[src/rtl/ex_alu_rs_pkg.sv]
// ex_alu_rs_pkg: shared types and constants for the ALU reservation station.
//   addr_t/word_t/regtag_t/regaddr_t/sinst_t - common datapath types
//   UNLOCKED                                 - tag value meaning "operand present"
//   TAG_W / OP_W                             - default tag and opcode widths
//   EX_RS_ENTRY_FIELDS(OPW, TAGW)            - field layout of one RS entry
//                                              (valid and age rank kept apart)

`define EX_RS_ENTRY_FIELDS(OPW, TAGW) \
    logic [(OPW)-1:0]  op;     \
    addr_t             pc;     \
    regaddr_t          target; \
    logic [(TAGW)-1:0] tagx;   \
    logic [(TAGW)-1:0] tagy;   \
    logic [(TAGW)-1:0] tagw;   \
    word_t             datax;  \
    word_t             datay;

package ex_alu_rs_pkg;

    localparam int TAG_W    = 3;
    localparam int OP_W     = 6;
    localparam int UNLOCKED = 0;

    typedef logic [31:0]      addr_t;
    typedef logic [31:0]      word_t;
    typedef logic [TAG_W-1:0] regtag_t;
    typedef logic [4:0]       regaddr_t;
    typedef logic [OP_W-1:0]  sinst_t;

endpackage

[src/rtl/ex_alu_rs_if.sv]
// ex_alu_rs_if: dispatch-to-reservation-station enqueue bus.
//   master (dispatch): drives in_valid and the in_* op fields, samples in_ready
//   slave  (RS)      : samples the op fields, drives in_ready

interface ex_alu_rs_if #(
    parameter int TAG_W = ex_alu_rs_pkg::TAG_W,
    parameter int OP_W  = ex_alu_rs_pkg::OP_W
);
    import ex_alu_rs_pkg::*;

    logic             in_valid;
    logic             in_ready;
    logic [OP_W-1:0]  in_op;
    addr_t            in_pc;
    regaddr_t         in_target;
    logic [TAG_W-1:0] in_tagx;
    logic [TAG_W-1:0] in_tagy;
    logic [TAG_W-1:0] in_tagw;
    word_t            in_datax;
    word_t            in_datay;

    modport master (
        output in_valid, in_op, in_pc, in_target, in_tagx, in_tagy, in_tagw,
               in_datax, in_datay,
        input  in_ready
    );

    modport slave (
        input  in_valid, in_op, in_pc, in_target, in_tagx, in_tagy, in_tagw,
               in_datax, in_datay,
        output in_ready
    );

endinterface

[src/rtl/ex_rs_pick.sv]
// ex_rs_pick: combinational oldest-ready selector.
//   ready   in  DEPTH        per-entry ready flags
//   age     in  DEPTH x AW   per-entry age rank (0 = oldest)
//   grant   out DEPTH        one-hot grant of the ready entry with smallest rank
//   gnt_vld out 1            at least one entry is ready

module ex_rs_pick #(
    parameter int DEPTH = 4,
    parameter int AW    = 2
) (
    input  logic [DEPTH-1:0] ready,
    input  logic [AW-1:0]    age [DEPTH],
    output logic [DEPTH-1:0] grant,
    output logic             gnt_vld
);
    import ex_alu_rs_pkg::*;

    logic [AW-1:0] best_age;
    logic [AW-1:0] best_idx;

    always_comb begin
        grant    = '0;
        gnt_vld  = 1'b0;
        best_age = '0;
        best_idx = '0;
        // Ranks of valid entries are unique; a tie could only occur on bad
        // state and then resolves to the lowest index.
        for (int i = 0; i < DEPTH; i++) begin
            if (ready[i] && (!gnt_vld || age[i] < best_age)) begin
                gnt_vld  = 1'b1;
                best_age = age[i];
                best_idx = AW'(i);
            end
        end
        if (gnt_vld) grant[best_idx] = 1'b1;
    end

endmodule

[src/rtl/ex_alu_rs.sv]
// ex_alu_rs: reservation station feeding the integer ALU execute stage.
//   clk, rst_n       clock, asynchronous active-low reset
//   rdy              global enable; 0 holds every register
//   enq (slave)      enqueue bus from dispatch (in_valid/in_ready + op fields)
//   cdb_en/tag/data  writeback broadcast snooped for operand wakeup
//   flush_in         taken-jump flush from the ALU
//   alu_*_out        registered issue bundle, tags always UNLOCKED
//   count_out        number of occupied entries

module ex_alu_rs #(
    parameter int DEPTH = 4,
    parameter int TAG_W = ex_alu_rs_pkg::TAG_W,
    parameter int OP_W  = ex_alu_rs_pkg::OP_W
) (
    input  logic                     clk,
    input  logic                     rst_n,
    input  logic                     rdy,
    ex_alu_rs_if.slave               enq,
    input  logic                     cdb_en,
    input  logic [TAG_W-1:0]         cdb_tag,
    input  logic [31:0]              cdb_data,
    input  logic                     flush_in,
    output logic                     alu_busy_out,
    output logic [OP_W-1:0]          alu_op_out,
    output logic [31:0]              alu_pc_out,
    output logic [4:0]               alu_target_out,
    output logic [TAG_W-1:0]         alu_tagx_out,
    output logic [TAG_W-1:0]         alu_tagy_out,
    output logic [TAG_W-1:0]         alu_tagw_out,
    output logic [31:0]              alu_datax_out,
    output logic [31:0]              alu_datay_out,
    output logic [$clog2(DEPTH):0]   count_out
);
    import ex_alu_rs_pkg::*;

    localparam int AW = $clog2(DEPTH);
    localparam int CW = AW + 1;
    localparam logic [TAG_W-1:0] UNL = TAG_W'(UNLOCKED);

    typedef struct packed {
        `EX_RS_ENTRY_FIELDS(OP_W, TAG_W)
    } rs_entry_t;

    rs_entry_t        ent_p0 [DEPTH];
    logic [DEPTH-1:0] valid_p0;
    logic [AW-1:0]    age_p0 [DEPTH];
    logic [CW-1:0]    count_p0;

    logic [DEPTH-1:0] ready;
    logic [DEPTH-1:0] grant;
    logic             gnt_vld;
    logic [AW-1:0]    iss_idx;
    logic [AW-1:0]    iss_age;
    logic [AW-1:0]    free_idx;
    logic [AW-1:0]    enq_age;
    logic             cdb_hit;
    logic             do_enq;
    logic             do_iss;
    rs_entry_t        enq_ent;

    assign enq.in_ready = (count_p0 < CW'(DEPTH));
    assign count_out    = count_p0;
    assign cdb_hit      = cdb_en && (cdb_tag != UNL);
    assign do_enq       = rdy && !flush_in && enq.in_valid && enq.in_ready;
    assign do_iss       = rdy && !flush_in && gnt_vld;
    // With a same-cycle issue the newcomer slots in behind the survivors.
    assign enq_age      = AW'(count_p0 - CW'(do_iss));

    always_comb begin
        for (int i = 0; i < DEPTH; i++) begin
            ready[i] = valid_p0[i] && (ent_p0[i].tagx == UNL) &&
                       (ent_p0[i].tagy == UNL) && (ent_p0[i].tagw == UNL);
        end
    end

    ex_rs_pick #(.DEPTH(DEPTH), .AW(AW)) u_pick (
        .ready   (ready),
        .age     (age_p0),
        .grant   (grant),
        .gnt_vld (gnt_vld)
    );

    always_comb begin
        iss_idx  = '0;
        free_idx = '0;
        for (int i = 0; i < DEPTH; i++) begin
            if (grant[i]) iss_idx = AW'(i);
        end
        for (int i = DEPTH - 1; i >= 0; i--) begin
            if (!valid_p0[i]) free_idx = AW'(i);
        end
        iss_age = age_p0[iss_idx];
    end

    // Incoming op with the broadcast applied, so a tag produced in the
    // enqueue cycle is never missed.
    always_comb begin
        enq_ent.op     = enq.in_op;
        enq_ent.pc     = enq.in_pc;
        enq_ent.target = enq.in_target;
        enq_ent.tagx   = enq.in_tagx;
        enq_ent.tagy   = enq.in_tagy;
        enq_ent.tagw   = enq.in_tagw;
        enq_ent.datax  = enq.in_datax;
        enq_ent.datay  = enq.in_datay;
        if (cdb_hit && enq.in_tagx == cdb_tag) begin
            enq_ent.tagx  = UNL;
            enq_ent.datax = cdb_data;
        end
        if (cdb_hit && enq.in_tagy == cdb_tag) begin
            enq_ent.tagy  = UNL;
            enq_ent.datay = cdb_data;
        end
        if (cdb_hit && enq.in_tagw == cdb_tag) enq_ent.tagw = UNL;
    end

    // ---- stage p0: entry occupancy and age ranks ----
    always_ff @(posedge clk or negedge rst_n) begin
        if (!rst_n) begin
            valid_p0 <= '0;
            count_p0 <= '0;
            for (int i = 0; i < DEPTH; i++) age_p0[i] <= '0;
        end else if (rdy) begin
            if (flush_in) begin
                valid_p0 <= '0;
                count_p0 <= '0;
            end else begin
                for (int i = 0; i < DEPTH; i++) begin
                    if (do_iss && valid_p0[i] && age_p0[i] > iss_age)
                        age_p0[i] <= age_p0[i] - AW'(1);
                end
                if (do_iss) valid_p0[iss_idx] <= 1'b0;
                if (do_enq) begin
                    valid_p0[free_idx] <= 1'b1;
                    age_p0[free_idx]   <= enq_age;
                end
                count_p0 <= count_p0 + CW'(do_enq) - CW'(do_iss);
            end
        end
    end

    // Entry payload; qualified by valid_p0, so it carries no reset.
    always_ff @(posedge clk) begin
        if (rdy && !flush_in) begin
            for (int i = 0; i < DEPTH; i++) begin
                if (do_enq && free_idx == AW'(i)) begin
                    ent_p0[i] <= enq_ent;
                end else if (cdb_hit && valid_p0[i]) begin
                    if (ent_p0[i].tagx == cdb_tag) begin
                        ent_p0[i].tagx  <= UNL;
                        ent_p0[i].datax <= cdb_data;
                    end
                    if (ent_p0[i].tagy == cdb_tag) begin
                        ent_p0[i].tagy  <= UNL;
                        ent_p0[i].datay <= cdb_data;
                    end
                    if (ent_p0[i].tagw == cdb_tag) ent_p0[i].tagw <= UNL;
                end
            end
        end
    end

    // ---- stage p1: issue bundle to the ALU ----
    always_ff @(posedge clk or negedge rst_n) begin
        if (!rst_n) begin
            alu_busy_out   <= 1'b0;
            alu_op_out     <= '0;
            alu_pc_out     <= '0;
            alu_target_out <= '0;
            alu_tagx_out   <= UNL;
            alu_tagy_out   <= UNL;
            alu_tagw_out   <= UNL;
            alu_datax_out  <= '0;
            alu_datay_out  <= '0;
        end else if (rdy) begin
            alu_busy_out <= do_iss;
            if (do_iss) begin
                alu_op_out     <= ent_p0[iss_idx].op;
                alu_pc_out     <= ent_p0[iss_idx].pc;
                alu_target_out <= ent_p0[iss_idx].target;
                alu_tagx_out   <= ent_p0[iss_idx].tagx;
                alu_tagy_out   <= ent_p0[iss_idx].tagy;
                alu_tagw_out   <= ent_p0[iss_idx].tagw;
                alu_datax_out  <= ent_p0[iss_idx].datax;
                alu_datay_out  <= ent_p0[iss_idx].datay;
            end
        end
    end

endmodule

[src/flat_wrapper.sv]
// flat-port wrapper written by rule: the top's interface ports become plain ports
module ex_alu_rs_flat import ex_alu_rs_pkg::*;
#(
    parameter int DEPTH = 4,
    parameter int TAG_W = ex_alu_rs_pkg::TAG_W,
    parameter int OP_W  = ex_alu_rs_pkg::OP_W
)
  (clk, rst_n, rdy, cdb_en, cdb_tag, cdb_data, flush_in, alu_busy_out, alu_op_out, alu_pc_out, alu_target_out, alu_tagx_out, alu_tagy_out, alu_tagw_out, alu_datax_out, alu_datay_out, count_out, enq_in_valid, enq_in_op, enq_in_pc, enq_in_target, enq_in_tagx, enq_in_tagy, enq_in_tagw, enq_in_datax, enq_in_datay, enq_in_ready);
  ex_alu_rs_if #(.TAG_W(TAG_W), .OP_W(OP_W)) enq_i ();
  input  logic clk;
  input  logic rst_n;
  input  logic rdy;
  input  logic cdb_en;
  input  logic [TAG_W-1:0] cdb_tag;
  input  logic [31:0] cdb_data;
  input  logic flush_in;
  output logic alu_busy_out;
  output logic [OP_W-1:0] alu_op_out;
  output logic [31:0] alu_pc_out;
  output logic [4:0] alu_target_out;
  output logic [TAG_W-1:0] alu_tagx_out;
  output logic [TAG_W-1:0] alu_tagy_out;
  output logic [TAG_W-1:0] alu_tagw_out;
  output logic [31:0] alu_datax_out;
  output logic [31:0] alu_datay_out;
  output logic [$clog2(DEPTH):0] count_out;
  input wire logic [$bits(enq_i.in_valid)-1:0] enq_in_valid;
  input wire logic [$bits(enq_i.in_op)-1:0] enq_in_op;
  input wire logic [$bits(enq_i.in_pc)-1:0] enq_in_pc;
  input wire logic [$bits(enq_i.in_target)-1:0] enq_in_target;
  input wire logic [$bits(enq_i.in_tagx)-1:0] enq_in_tagx;
  input wire logic [$bits(enq_i.in_tagy)-1:0] enq_in_tagy;
  input wire logic [$bits(enq_i.in_tagw)-1:0] enq_in_tagw;
  input wire logic [$bits(enq_i.in_datax)-1:0] enq_in_datax;
  input wire logic [$bits(enq_i.in_datay)-1:0] enq_in_datay;
  output wire logic [$bits(enq_i.in_ready)-1:0] enq_in_ready;
  assign enq_i.in_valid = enq_in_valid;
  assign enq_i.in_op = enq_in_op;
  assign enq_i.in_pc = enq_in_pc;
  assign enq_i.in_target = enq_in_target;
  assign enq_i.in_tagx = enq_in_tagx;
  assign enq_i.in_tagy = enq_in_tagy;
  assign enq_i.in_tagw = enq_in_tagw;
  assign enq_i.in_datax = enq_in_datax;
  assign enq_i.in_datay = enq_in_datay;
  assign enq_in_ready = enq_i.in_ready;
  ex_alu_rs #(.DEPTH(DEPTH), .TAG_W(TAG_W), .OP_W(OP_W)) u_core (.clk(clk), .rst_n(rst_n), .rdy(rdy), .enq(enq_i), .cdb_en(cdb_en), .cdb_tag(cdb_tag), .cdb_data(cdb_data), .flush_in(flush_in), .alu_busy_out(alu_busy_out), .alu_op_out(alu_op_out), .alu_pc_out(alu_pc_out), .alu_target_out(alu_target_out), .alu_tagx_out(alu_tagx_out), .alu_tagy_out(alu_tagy_out), .alu_tagw_out(alu_tagw_out), .alu_datax_out(alu_datax_out), .alu_datay_out(alu_datay_out), .count_out(count_out));
endmodule
[config.mk]
export PLATFORM = sky130hd
export DESIGN_NAME = ex_alu_rs_flat
export DESIGN_NICKNAME = d
export VERILOG_FILES = /design/src/rtl/ex_alu_rs_pkg.sv /design/src/rtl/ex_alu_rs_if.sv /design/src/rtl/ex_rs_pick.sv /design/src/rtl/ex_alu_rs.sv /design/src/flat_wrapper.sv
export SDC_FILE = /design/constraint.sdc
export NUM_CORES = 1
export LEC_CHECK = 0
export BUFFER_PORTS_ARGS = -buffer_cell sky130_fd_sc_hd__buf_2
export CORE_ASPECT_RATIO = 1.75
export CORE_MARGIN = 5
export CORE_UTILIZATION = 40
export DETAILED_ROUTE_END_ITERATION = 10
export HOLD_SLACK_MARGIN = 0.1
export SLEW_MARGIN = 20
export SYNTH_ARGS = -nofsm -noshare
export SYNTH_HDL_FRONTEND = slang
export SYNTH_SLANG_ARGS = --single-unit
[constraint.sdc]
create_clock -name clk -period 12.7 [get_ports clk]
set_input_delay 0 -clock clk [delete_from_list [all_inputs] [get_ports clk]]
set_output_delay 0 -clock clk [all_outputs]
set_load 0.01 [all_outputs]
==> flow_metrics.py <==
metrics = {
    "status": {
        "status": "finished clean",
    },
    "global_routing": {
        "track_usage_pct": 22.6,
        "grt_pass1_vias": 19300,
        "antenna_found_initial": 2,
        "overflow": 0,
        "grt_max_degree": 75,
        "grt_pass1_wl_um": 119000,
    },
    "clocking": {
        "cts.sinks": 596,
        "path_clk_slew_ns": 0.07,
        "cts-htree-levels": 2,
        "numCtsBuffers": 54,
        "cts_setup_buffers": 0,
        "ctsHoldBuffers": 219,
        "cts_tree": "done",
        "clk_path_buf_depth": 3,
        "clk_latency_ns": 0.62,
        "post_cts_resized": 0,
        "cts_root_buf": "clkbuf_16",
    },
    "timing": {
        "fmax_mhz": 144,
        "tightest_slew_ns": 1.05,
        "maxSlewHeadroom_pct": 29.8,
        "skew_ns": 0.0170,
        "hold_viol": 0,
        "grt_setup_unrepaired": "false",
        "setup_viol": 0,
        "period_share_pct": 54.7,
        "slew_violations": 0,
        "tns_ns": 0,
        "fin_hold_ws_ns": 0.139,
        "min_period_ns": 6.95,
    },
    "synthesis": {
        "yosys.area.top_type": "edfxtp_1",
        "ys_ff_latch": 596,
        "synth_edf_count": 455,
        "syn_avg_cell_area_sq_um": 14.4,
        "yosysWarningCount": 0,
        "synth_ff_type": "edfxtp_1",
        "ys_seq_area_share_pct": 67.8,
        "synth_area_sq_um": 25300,
        "synthCells": 1752,
        "yosysMostFrequentCell": "edfxtp_1",
        "synth_top_area_share_pct": 54.0,
        "synth_fp_nets": 1920,
        "synth_commonest_cells": "edfxtp_1, mux2_2, nor2_1, dfrtp_1, a21oi_1",
        "netlist-cell-type-count": 65,
        "synth-async-reset-ratio_pct": 22.1,
        "synth_area_leaders": "edfxtp_1, dfrtp_1, mux2_2",
    },
    "floorplanning": {
        "die_h_um": 343,
        "die_w_um": 200,
        "die_area_sq_um": 68600,
        "rows": 122,
        "core-area_sq_um": 63000,
        "io_pins": 278,
        "initial_core_util_pct": 40.1,
    },
    "routing": {
        "wl_per_cell_um": 25.8,
        "first_iter_violations": 1056,
        "ant_nets": 0,
        "routed_wl_um": 79300,
        "route.vias.total": 17700,
        "first_pass_iters": 5,
        "viasPerCell": 5.75,
        "drc": 0,
    },
    "cells_and_area": {
        "synthToLayoutAreaGrowth_pct": 24.9,
        "drive_above_1_share_pct": 27.9,
        "nets": 2392,
        "final_area_sq_um": 31600,
        "regArea_sq_um": 17100,
        "fill_cells": 5415,
        "multi_input_area_sq_um": 7750,
    },
    "setup_path": {
        "crit_required_ns": 13.18,
        "worstSetupStartpointType": "flip-flop",
        "crit_start": "u_core.ent_p0[0][67]$_SDFFCE_PP0P_",
        "critPathCaptureType": "flip-flop",
        "timing.rr.start": "u_core.ent_p0[0][67]$_SDFFCE_PP0P_",
        "worstPathArrival_ns": 7.43,
        "cp_max_fo": 44,
        "crit_type": "reg -> reg",
    },
    "placed_design": {
        "place_congestion": 0.816,
        "io_buffer_count": 277,
        "hpwl_um": 45700,
        "place_area_sq_um": 27600,
    },
    "worst_hold_path": {
        "hold_class": "in -> reg",
        "hp-start": "enq_in_pc[0]",
    },
    "pwr": {
        "ir_worst_vdd_mv": 0.0951,
        "leakagePower_nw": 12.4,
        "power.density_nw_per_um2": 145,
    },
    "flow_run": {
        "drv_cap": 0,
    },
}
==> flip-flops by register name (all words and copies together) (netlist names) <==
register	cells
u_core.age_p0	8
u_core.alu_busy_out	1
u_core.alu_datax_out	32
u_core.alu_datay_out	32
u_core.alu_op_out	6
u_core.alu_pc_out	32
u_core.alu_tagw_out	3
u_core.alu_tagx_out	3
u_core.alu_tagy_out	3
u_core.alu_target_out	5
u_core.count_out	3
u_core.ent_p0	464
u_core.valid_p0	4
==> layout by cell type, fill, tap and decap left out, types with 10 or more instances in the layout <==
master	count
mux2_2	194
a22o_1	64
nor4_1	16
nor2b_1	11
clkbuf_16	55
ha_1	10
clkbuf_1	19
a221oi_1	107
xor2_1	34
nand3_1	21
nor2_1	149
dlygate4sd3_1	218
edfxtp_1	455
inv_1	13
and2_1	18
buf_2	276
a21oi_1	128
a22oi_1	108
nand2_1	36
dfrtp_1	132
buf_4	36
==> stage by stage <==
step	util, %	setup slack, ns	power, mW	cells
after floorplan	-	7.02	2.64	1752
after global placement	43.8	5.85	2.91	2754
after detailed placement	43.8	5.85	2.93	2754
after CTS	50.1	5.84	4.62	3075
after global routing	50.1	5.44	4.76	3077
final	50.1	5.75	4.57	3077
==> final timing paths <==
| check | cells after the start | slack (ns) | endpoint |
|---|---|---|---|
| setup reg to reg | 26 | 5.75 | u_core.alu_datay_out[22]$_DFFE_PN0P_ |
| setup / recovery | 26 | 5.75 | u_core.alu_datay_out[22]$_DFFE_PN0P_ |
| hold reg to reg | 1 | 0.50 | u_core.alu_busy_out$_DFFE_PN0P_ |
| min in group asynchronous | 4 | 0.57 | u_core.alu_datax_out[7]$_DFFE_PN0P_ |
| max in group asynchronous | 4 | 11.19 | u_core.alu_datax_out[23]$_DFFE_PN0P_ |
| hold / removal | 2 | 0.14 | u_core.ent_p0[3][78]$_DFFE_PP_ |
==> kinds of logic (layout without fill, tap and decap cells) <==
| logic type | after synthesis | after routing | synth area share [%] |
|---|---|---|---|
| compound gates | 456 | 456 | 13.2 |
| xor+xnor | 43 | 43 | 1.49 |
| fa+ha+maj | 11 | 11 | 0.573 |
| buf+inv | 135 | 653 | 2.11 |
| flops | 596 | 596 | 67.8 |
| mux | 198 | 198 | 8.84 |
| other cells | 0 | 1 | 0 |
| simple gates | 313 | 313 | 6.05 |
==> report_power, final <==
part / total, mW / switching, mW / leakage, nW / internal (mW)
registers: 2.34 / 0.0992 / 6.14 / 2.24
clock network: 1.63 / 0.739 / 0.845 / 0.892
logic: 0.602 / 0.340 / 5.42 / 0.262
==> critical path: stages (launching register included) <==
cell and delay, ns:
edfxtp_1 0.41, nor4_2 0.47, and3_1 0.26, nand2_1 0.08, ha_1 0.31, a21oi_1 0.19, nor2_1 0.06, nor2_1 0.24
nor2_1 0.08, a21oi_1 0.20, ha_1 0.29, nor2_1 0.19, a21oi_1 0.09, o21ai_0 0.45, nor2_1 0.12, a21oi_1 0.16
ha_1 0.24, or2_2 0.27, a21o_1 0.18, o21ai_4 0.06, buf_4 0.50, buf_4 0.67, nor3_4 0.05, buf_4 0.30
buf_4 0.39, a221oi_1 0.34, a21oi_1 0.12
==> routing by layer <==
metal	GRT usage, %	vias to the layer above	wire (um)
met1	25.5	9074	29700
met4	9.93	2	3400
met5	0	-	13
met2	41.8	635	41700
li1	-	7815	-
met3	3.91	160	4510
==> area by class of cell <==
type | instances | area share [%]
flip-flops and latches | 596 | 54.2
multi-input cells | 1021 | 24.5
repair buffers | 533 | 12.3
clock buffers | 82 | 4.93
well taps | 806 | 3.19
clock inverters | 20 | 0.558
inverters | 18 | 0.222
diodes | 1 | 0.00792
Note: power is estimated with default switching activity, not from simulation.
